File: config.mk
export PLATFORM = sky130hd
export DESIGN_NAME = axis_pipe_skid_rx
export DESIGN_NICKNAME = d
export VERILOG_FILES = /design/src/rtl/axis_pipe_skid_rx.sv
export SDC_FILE = /design/constraint.sdc
export NUM_CORES = 1
export LEC_CHECK = 0
export CAP_MARGIN = 5
export CORE_ASPECT_RATIO = 1.2
export CORE_MARGIN = 2
export CORE_UTILIZATION = 49
export CTS_CLUSTER_DIAMETER = 40
export CTS_CLUSTER_SIZE = 24
export DETAILED_ROUTE_END_ITERATION = 6
export GPL_TIMING_DRIVEN = 1
export HOLD_SLACK_MARGIN = 0.12
export PLACE_DENSITY = 0.68
export SYNTH_ARGS = -nofsm -noshare
export SYNTH_HDL_FRONTEND = slang
export SYNTH_SLANG_ARGS = --single-unit
File: constraint.sdc
create_clock -name aclk -period 3.7 [get_ports aclk]
set_clock_uncertainty 0.1 [all_clocks]
set_input_delay 0.925 -clock aclk [delete_from_list [all_inputs] [get_ports aclk]]
set_output_delay 0.925 -clock aclk [all_outputs]
set_load 0.01 [all_outputs]
File: src/rtl/axis_pipe_skid_rx.sv
// axis_pipe_skid_rx: long-haul AXI-Stream link with the receive skid FIFO built in.
// Forward beats ride N_STAGES free-running registers (no per-stage stall);
// tready returns through N_STAGES registers as an almost-full credit, and the
// receive FIFO is sized to hold every beat still in flight when the sink stalls.
// Optional feature: define AXIS_PIPE_SKID_TLAST_EN to carry tlast with the data.
module axis_pipe_skid_rx #(
  parameter int N_STAGES   = 4,
  parameter int DATA_BITS  = 32,
  parameter int FIFO_DEPTH = 16
) (
  input  logic                 aclk,
  input  logic                 aresetn,
  input  logic                 s_axis_tvalid,
  output logic                 s_axis_tready,
  input  logic [DATA_BITS-1:0] s_axis_tdata,
`ifdef AXIS_PIPE_SKID_TLAST_EN
  input  logic                 s_axis_tlast,
  output logic                 m_axis_tlast,
`endif
  output logic                 m_axis_tvalid,
  input  logic                 m_axis_tready,
  output logic [DATA_BITS-1:0] m_axis_tdata
);

  localparam int PW     = $clog2(FIFO_DEPTH);
  localparam int CW     = PW + 1;
  // Throttle point: leaves room for the beats already in the forward pipe
  // plus those accepted while the deasserted ready travels back.
  localparam int THRESH = FIFO_DEPTH - 2*N_STAGES;

  if (N_STAGES < 1) begin : g_bad_stages
    $error("axis_pipe_skid_rx: N_STAGES must be >= 1");
  end
  if ((FIFO_DEPTH & (FIFO_DEPTH - 1)) != 0 || FIFO_DEPTH < 2*N_STAGES + 2) begin : g_bad_depth
    $error("axis_pipe_skid_rx: FIFO_DEPTH must be a power of two >= 2*N_STAGES+2");
  end

  typedef struct packed {
`ifdef AXIS_PIPE_SKID_TLAST_EN
    logic                 last;
`endif
    logic [DATA_BITS-1:0] data;
  } beat_t;

  // ---------------------------------------------------------------- forward
  logic                accept;
  beat_t               s_beat;
  logic [N_STAGES-1:0] vld_pipe;
  logic [N_STAGES-1:0] vld_in;
  beat_t               dat_pipe [N_STAGES];
  beat_t               dat_in   [N_STAGES];

  // ----------------------------------------------------------------- return
  logic                below_thresh;
  logic [N_STAGES-1:0] rdy_pipe;
  logic [N_STAGES-1:0] rdy_in;

  // ------------------------------------------------------------------- FIFO
  beat_t               mem [FIFO_DEPTH];
  beat_t               head;
  logic [PW-1:0]       wr_ptr;
  logic [PW-1:0]       rd_ptr;
  logic [CW-1:0]       count;
  logic                wr_en;
  logic                rd_en;

  assign accept = s_axis_tvalid & s_axis_tready;

  // Pack the source side into one beat so data and tlast share every stage.
  always_comb begin
    s_beat      = '0;
    s_beat.data = s_axis_tdata;
`ifdef AXIS_PIPE_SKID_TLAST_EN
    s_beat.last = s_axis_tlast;
`endif
  end

  // Stage k input: the source for stage 0, otherwise the previous stage.
  for (genvar k = 0; k < N_STAGES; k++) begin : g_stage
    if (k == 0) begin : g_head
      assign vld_in[k] = accept;
      assign dat_in[k] = s_beat;
      assign rdy_in[k] = below_thresh;
    end else begin : g_link
      assign vld_in[k] = vld_pipe[k-1];
      assign dat_in[k] = dat_pipe[k-1];
      assign rdy_in[k] = rdy_pipe[k-1];
    end

    // Data stages load only under a valid beat, never reset, never stall.
    always_ff @(posedge aclk) begin
      if (vld_in[k]) dat_pipe[k] <= dat_in[k];
    end
  end

  // Forward valid shift register; cleared so no stale beat survives reset.
  always_ff @(posedge aclk or negedge aresetn) begin
    if (!aresetn) vld_pipe <= '0;
    else          vld_pipe <= vld_in;
  end

  // Return credit shift register; reset to 0 so tready starts low.
  always_ff @(posedge aclk or negedge aresetn) begin
    if (!aresetn) rdy_pipe <= '0;
    else          rdy_pipe <= rdy_in;
  end

  assign below_thresh  = (count < CW'(THRESH));
  assign s_axis_tready = rdy_pipe[N_STAGES-1];

  // Writes are never gated by full: the threshold sizing makes overflow
  // impossible as long as the source honours tready.
  assign wr_en         = vld_pipe[N_STAGES-1];
  assign m_axis_tvalid = (count != '0);
  assign rd_en         = m_axis_tvalid & m_axis_tready;

  // Storage array; written only, no reset needed for data.
  always_ff @(posedge aclk) begin
    if (wr_en) mem[wr_ptr] <= dat_pipe[N_STAGES-1];
  end

  // Pointers wrap naturally; count tracks occupancy (write and read together
  // leave it unchanged while both pointers advance).
  always_ff @(posedge aclk or negedge aresetn) begin
    if (!aresetn) begin
      wr_ptr <= '0;
      rd_ptr <= '0;
      count  <= '0;
    end else begin
      if (wr_en) wr_ptr <= wr_ptr + PW'(1);
      if (rd_en) rd_ptr <= rd_ptr + PW'(1);
      count <= count + CW'(wr_en) - CW'(rd_en);
    end
  end

  // Head of FIFO drives the sink; no same-cycle bypass from the write port.
  assign head         = mem[rd_ptr];
  assign m_axis_tdata = head.data;
`ifdef AXIS_PIPE_SKID_TLAST_EN
  assign m_axis_tlast = head.last;
`endif

endmodule

### Word level (Yosys, flattened, before mapping)

Memories as Yosys holds them, arrays and structs flattened.
Index checks and enable logic that the tools add are counted.

* $lt $le $gt $ge: 1
* equality and inequality tests: 0
* shifts and indexed selects: 0
* $mul: 0
* multiplexer cells: 10
* bitwise logic cells: 2
* div/mod/pow operators: 0
* $add $sub $neg: 4
* reduce and logical (&&, ||, !) cells: 1

Operator list (number)
* $mux W1: 10
* $add A4 B1 Y4 const B: 2
* $add A5 B1 Y5: 1
* $lt A5 B4 Y1 const B: 1
* $reduce_bool A5 Y1: 1
* $sub A5 B1 Y5: 1
* $and A1 B1 Y1: 2

* ROM bits: 0
* memories: 2
* bits in writable memories: 640
* word-level logic and storage cells: 25
* bits of input ports: 36
* output and inout port bits: 34
* bits in latches: 0
* bits in registers: 21

Memories
* mem: depth 16, bits a word 32, read ports 1, clocked after Yosys merged registers in 0, wr ports 1, line 59 `beat_t mem [FIFO_DEPTH];`
* dat_pipe: depth 4, bits a word 32, read ports 4, clocked after Yosys merged registers in 0, wr ports 4, line 50 `beat_t dat_pipe [N_STAGES];`

### Depth between registers and ports, before layout

Gate-level depths: netlist (run 1).

* depth after elaboration: 3
* gate-level depth with buffers: 12
* gate-level depth less buffers: 12

### Worst setup path before layout (run 1)

OpenSTA, ideal clock, no wires.

* path type: register -> register
* start point: reg vld_pipe[3]
* end point: mem mem[7][0] (netlist bit), enable pin
* stages on the path, launching flop included: 4
* required time: 3132 ps
* clock period less this slack: 3741 ps
* setup time: 468 ps
* path slack: -41 ps
* path buffers: 1
* data arrival time: 3173 ps
* path through: dfrtp_1 -> clkbuf_1 -> nand2_1 -> nor3b_1

* cells in the longest elaborated chain, start to end: 2

RTL lines
* from (decl): line 48 `logic [N_STAGES-1:0] vld_pipe;`
* from (signal assigned): line 99 `else vld_pipe <= vld_in;`
* $mux W1: line 119 `if (wr_en) mem[wr_ptr] <= dat_pipe[N_STAGES-1];`
* $mux W1 (implied by the code): line 119
* to (decl): line 59

No other way between the ends.

### Final worst setup path (run 1)

* start point: reg rd_ptr[0]
* end point: out m_axis_tdata[27]

* cells in the longest elaborated chain, start to end: 1

RTL lines
* from (decl): line 62 `logic [PW-1:0] rd_ptr;`
* from (signal assigned): line 131 `if (rd_en) rd_ptr <= rd_ptr + PW'(1);`
* $mem_v2 Z16 W32
* to (decl): line 22 `output logic [DATA_BITS-1:0] m_axis_tdata`

No other way between the ends.

==> results of run 1 <==
[per-layer routing]
| metal | wire length, um | track usage, % | share of wire [%] |
|---|---|---|---|
| met1 | 19340 | 27.02 | 39 |
| met2 | 26450 | 35.15 | 53 |
| met3 | 3086 | 2.765 | 6.2 |
| met4 | 951 | 4.790 | 1.9 |
| met5 | 0 | 0 | 0 |
[final timing paths]
path                                            start                    end  slack (ns)
min in group asynchronous                     aresetn  vld_pipe[0]$_DFF_PN0_        0.74
worst min-delay path            rdy_pipe[0]$_DFF_PN0_  rdy_pipe[1]$_DFF_PN0_        0.25
max in group asynchronous                     aresetn  rd_ptr[1]$_DFFE_PN0P_        2.13
worst max-delay path            rd_ptr[0]$_DFFE_PN0P_       m_axis_tdata[27]        0.02
worst min register to register  rdy_pipe[0]$_DFF_PN0_  rdy_pipe[1]$_DFF_PN0_        0.25
worst max register to register     count[2]$_DFF_PN0_     count[4]$_DFF_PN0_        0.63
[worst max-delay path, stage by stage (launching register included)]
cell and delay (ns):
dfrtp_4 0.48, buf_12 0.19, buf_16 0.16, mux4_2 0.50, a22oi_1 0.27, nand2_1 0.15
dlygate4sd2_1 0.31
[flip-flops by register name, indices dropped and copies added (netlist names)]
signal    flops
wr_ptr        4
count         5
mem         512
vld_pipe      4
rd_ptr        4
dat_pipe    128
rdy_pipe      4
[where the power goes]
part	total, mW	switching (mW)	internal (mW)
combinational	5.45	2.72	2.73
clock	5.88	2.93	2.95
sequential	9.36	0.488	8.87
total	20.7	6.14	14.6
[Yosys cell counts, drive strengths merged (3+ instances only)]
| master | n |
|---|---|
| clkbuf | 22 |
| nor3b | 3 |
| buf | 25 |
| and2 | 14 |
| ha | 12 |
| edfxtp | 640 |
| a22oi | 64 |
| xor2 | 3 |
| dfrtp | 21 |
| xnor2 | 6 |
| inv | 10 |
| nand2 | 36 |
| mux4 | 128 |
[cell type report]
class                      instances  area (um^2)
inverter                          10        37.54
clock buffer                      54         1351
timing repair buffer             131         1473
fill                            3407        20200
multi-input combinational        286         4120
clock inverter                    44        496.7
sequential                       661        19760
tap                              630        788.3
[logic make-up after synthesis]
| logic type | count (synthesis) | share of synthesized area [%] |
|---|---|---|
| compound gates | 69 | 2.127 |
| xor+xnor | 9 | 0.3284 |
| fa+ha+maj | 13 | 0.7089 |
| buf+inv | 57 | 1.162 |
| flops | 661 | 82.26 |
| mux | 129 | 12.06 |
| simple gates | 66 | 1.360 |
[metrics by stage]
step / instance area, um^2 / setup slack (ns)
final: 28020 / 0.01677
after global routing: 28020 / -0.06072
after global placement: 25760 / 0.3504
after CTS: 27830 / -0.08393
after floorplan: 24010 / 0.1522
after detailed placement: 25760 / 0.3533
[timing repair]
item | 4_1_cts | 5_1_grt
pin swaps | 0 | 3
setup buffers | 6 | 6
endpoints found under the setup margin | 32 | 16
gates resized for setup | 50 | 18
cloned | 4 | 2
hold buffers | 0 | 0
==> results.md, run 1 <==
* Status: complete, no violations
* CTS tree: done
* Grt total ovfl at 0
* Maximum VDD drop at 0.0005073 V
* CP Launch Type: register
* Crit-path max FO at 8
* Max transition margin at 24.31%
* Synthesized Nets at 1053
* Setup TNS at 0 ns
* DPL Wire Length at 26260 um
* Final Max Tran Viols at 0
* Layout Nets at 1191
* Placement row count at 88
* Vias in the first global route at 11090
* Clock tree root buffer cell: clkbuf_16
* Area of the mapped netlist at 24000 um^2
* Final min period at around 3.7 ns
* YS warnings at 0
* Largest net degree at the start of global routing at 50
* Min-delay worst type: register to register
* Top cell type's share of synthesized area at roughly four fifths
* Pwr Density at 738.4 nW/um^2
* Total detailed-routing wirelength at 49820 um
* Layout area overhead at 16.74%
* Commonest register cell after synthesis: edfxtp_1
* Final hold violations at 0
* Lkg Pwr at 9.107 nW
* Reg2Reg Depth at 12
* Maxcap violations at 0
* Clock sink total at 661
* Clk slew on worst S/H paths at ~0.070 ns
* # H-tree levels at 2
* Yosys top cell by area: edfxtp_1
* Initial Utilization at 49.77%
* DR vias/cell at 5.878
* Clock Tree Buf Depth at 3
* GPL Wtd Cong at 0.7177
* Final Setup Violations at 0
* Kind of critical path: register to primary output
* DRT Pass-1 Iters at 5
* Avg Inst Size Synth at about 24 um^2
* Core Area at 48230 um^2
* Die height at 246.5 um
* DR WL/cell at 27.44 um
* WP data arrival at 2.66 ns
* Final worst path period share at between 90% and 100%
* Final core occ at 58.11%
* Post-synthesis cell type count at 31
* Total track usage at 20.14%
* Initial antenna violation count at 0
* Final Non-Filler Cells at 1816
* DRC Markers at 0
* Seq/Total Area, Yosys at between 80% and 90%
* Most frequent cells in the layout: edfxtp_1 (640), mux4_2 (128), clkbuf_16 (56)
* Global-route wire length before repair at 72680 um
* Layout cells sized above 1 at 27.66%
* Antenna diodes at 0
* Hold WS at 0.2502 ns
* Worst-Margin Slew at 1.135 ns
* Commonest non-fill, non-tap cell in the layout: edfxtp_1
* RSZ-0062 raised after global routing: true
* Post-synth EDFFs at 640
* Setup crit end kind: primary output
* Max Clk Rate at 271.5 MHz
* Vias at 10670
* Initial DRC count at 998
* Total power after layout at 20.69 mW
* Post-synth ARST share at 3.177%
* Die extent in x at 206.0 um
* Die area at 50780 um^2
* Worst Path Required at 2.67 ns
* Antenna Nets Post-Route at 0
* Placed insts at 1700
* Post-Syn Instances at 1004
* Latest clock arrival within the worst-skew pair at between 0.5 and 0.6 ns
* Worst hold path stage count at 0
* Number of port buffers at 69
* Io pins at 70
* Largest cells by area after synthesis: edfxtp_1 (80%), mux4_2 (12%), dfrtp_1 (2.2%)
* Num CTS Buffers at 52
* Post-synthesis register bit count at 661
Power figures use the tool's default switching activity.
==> inputs of run 2 (changes only) <==
Settings changed: CAP_MARGIN 5 to 20.
==> results of run 2 <==
The final DEF is identical to that of run 1; final timing and power are the same.
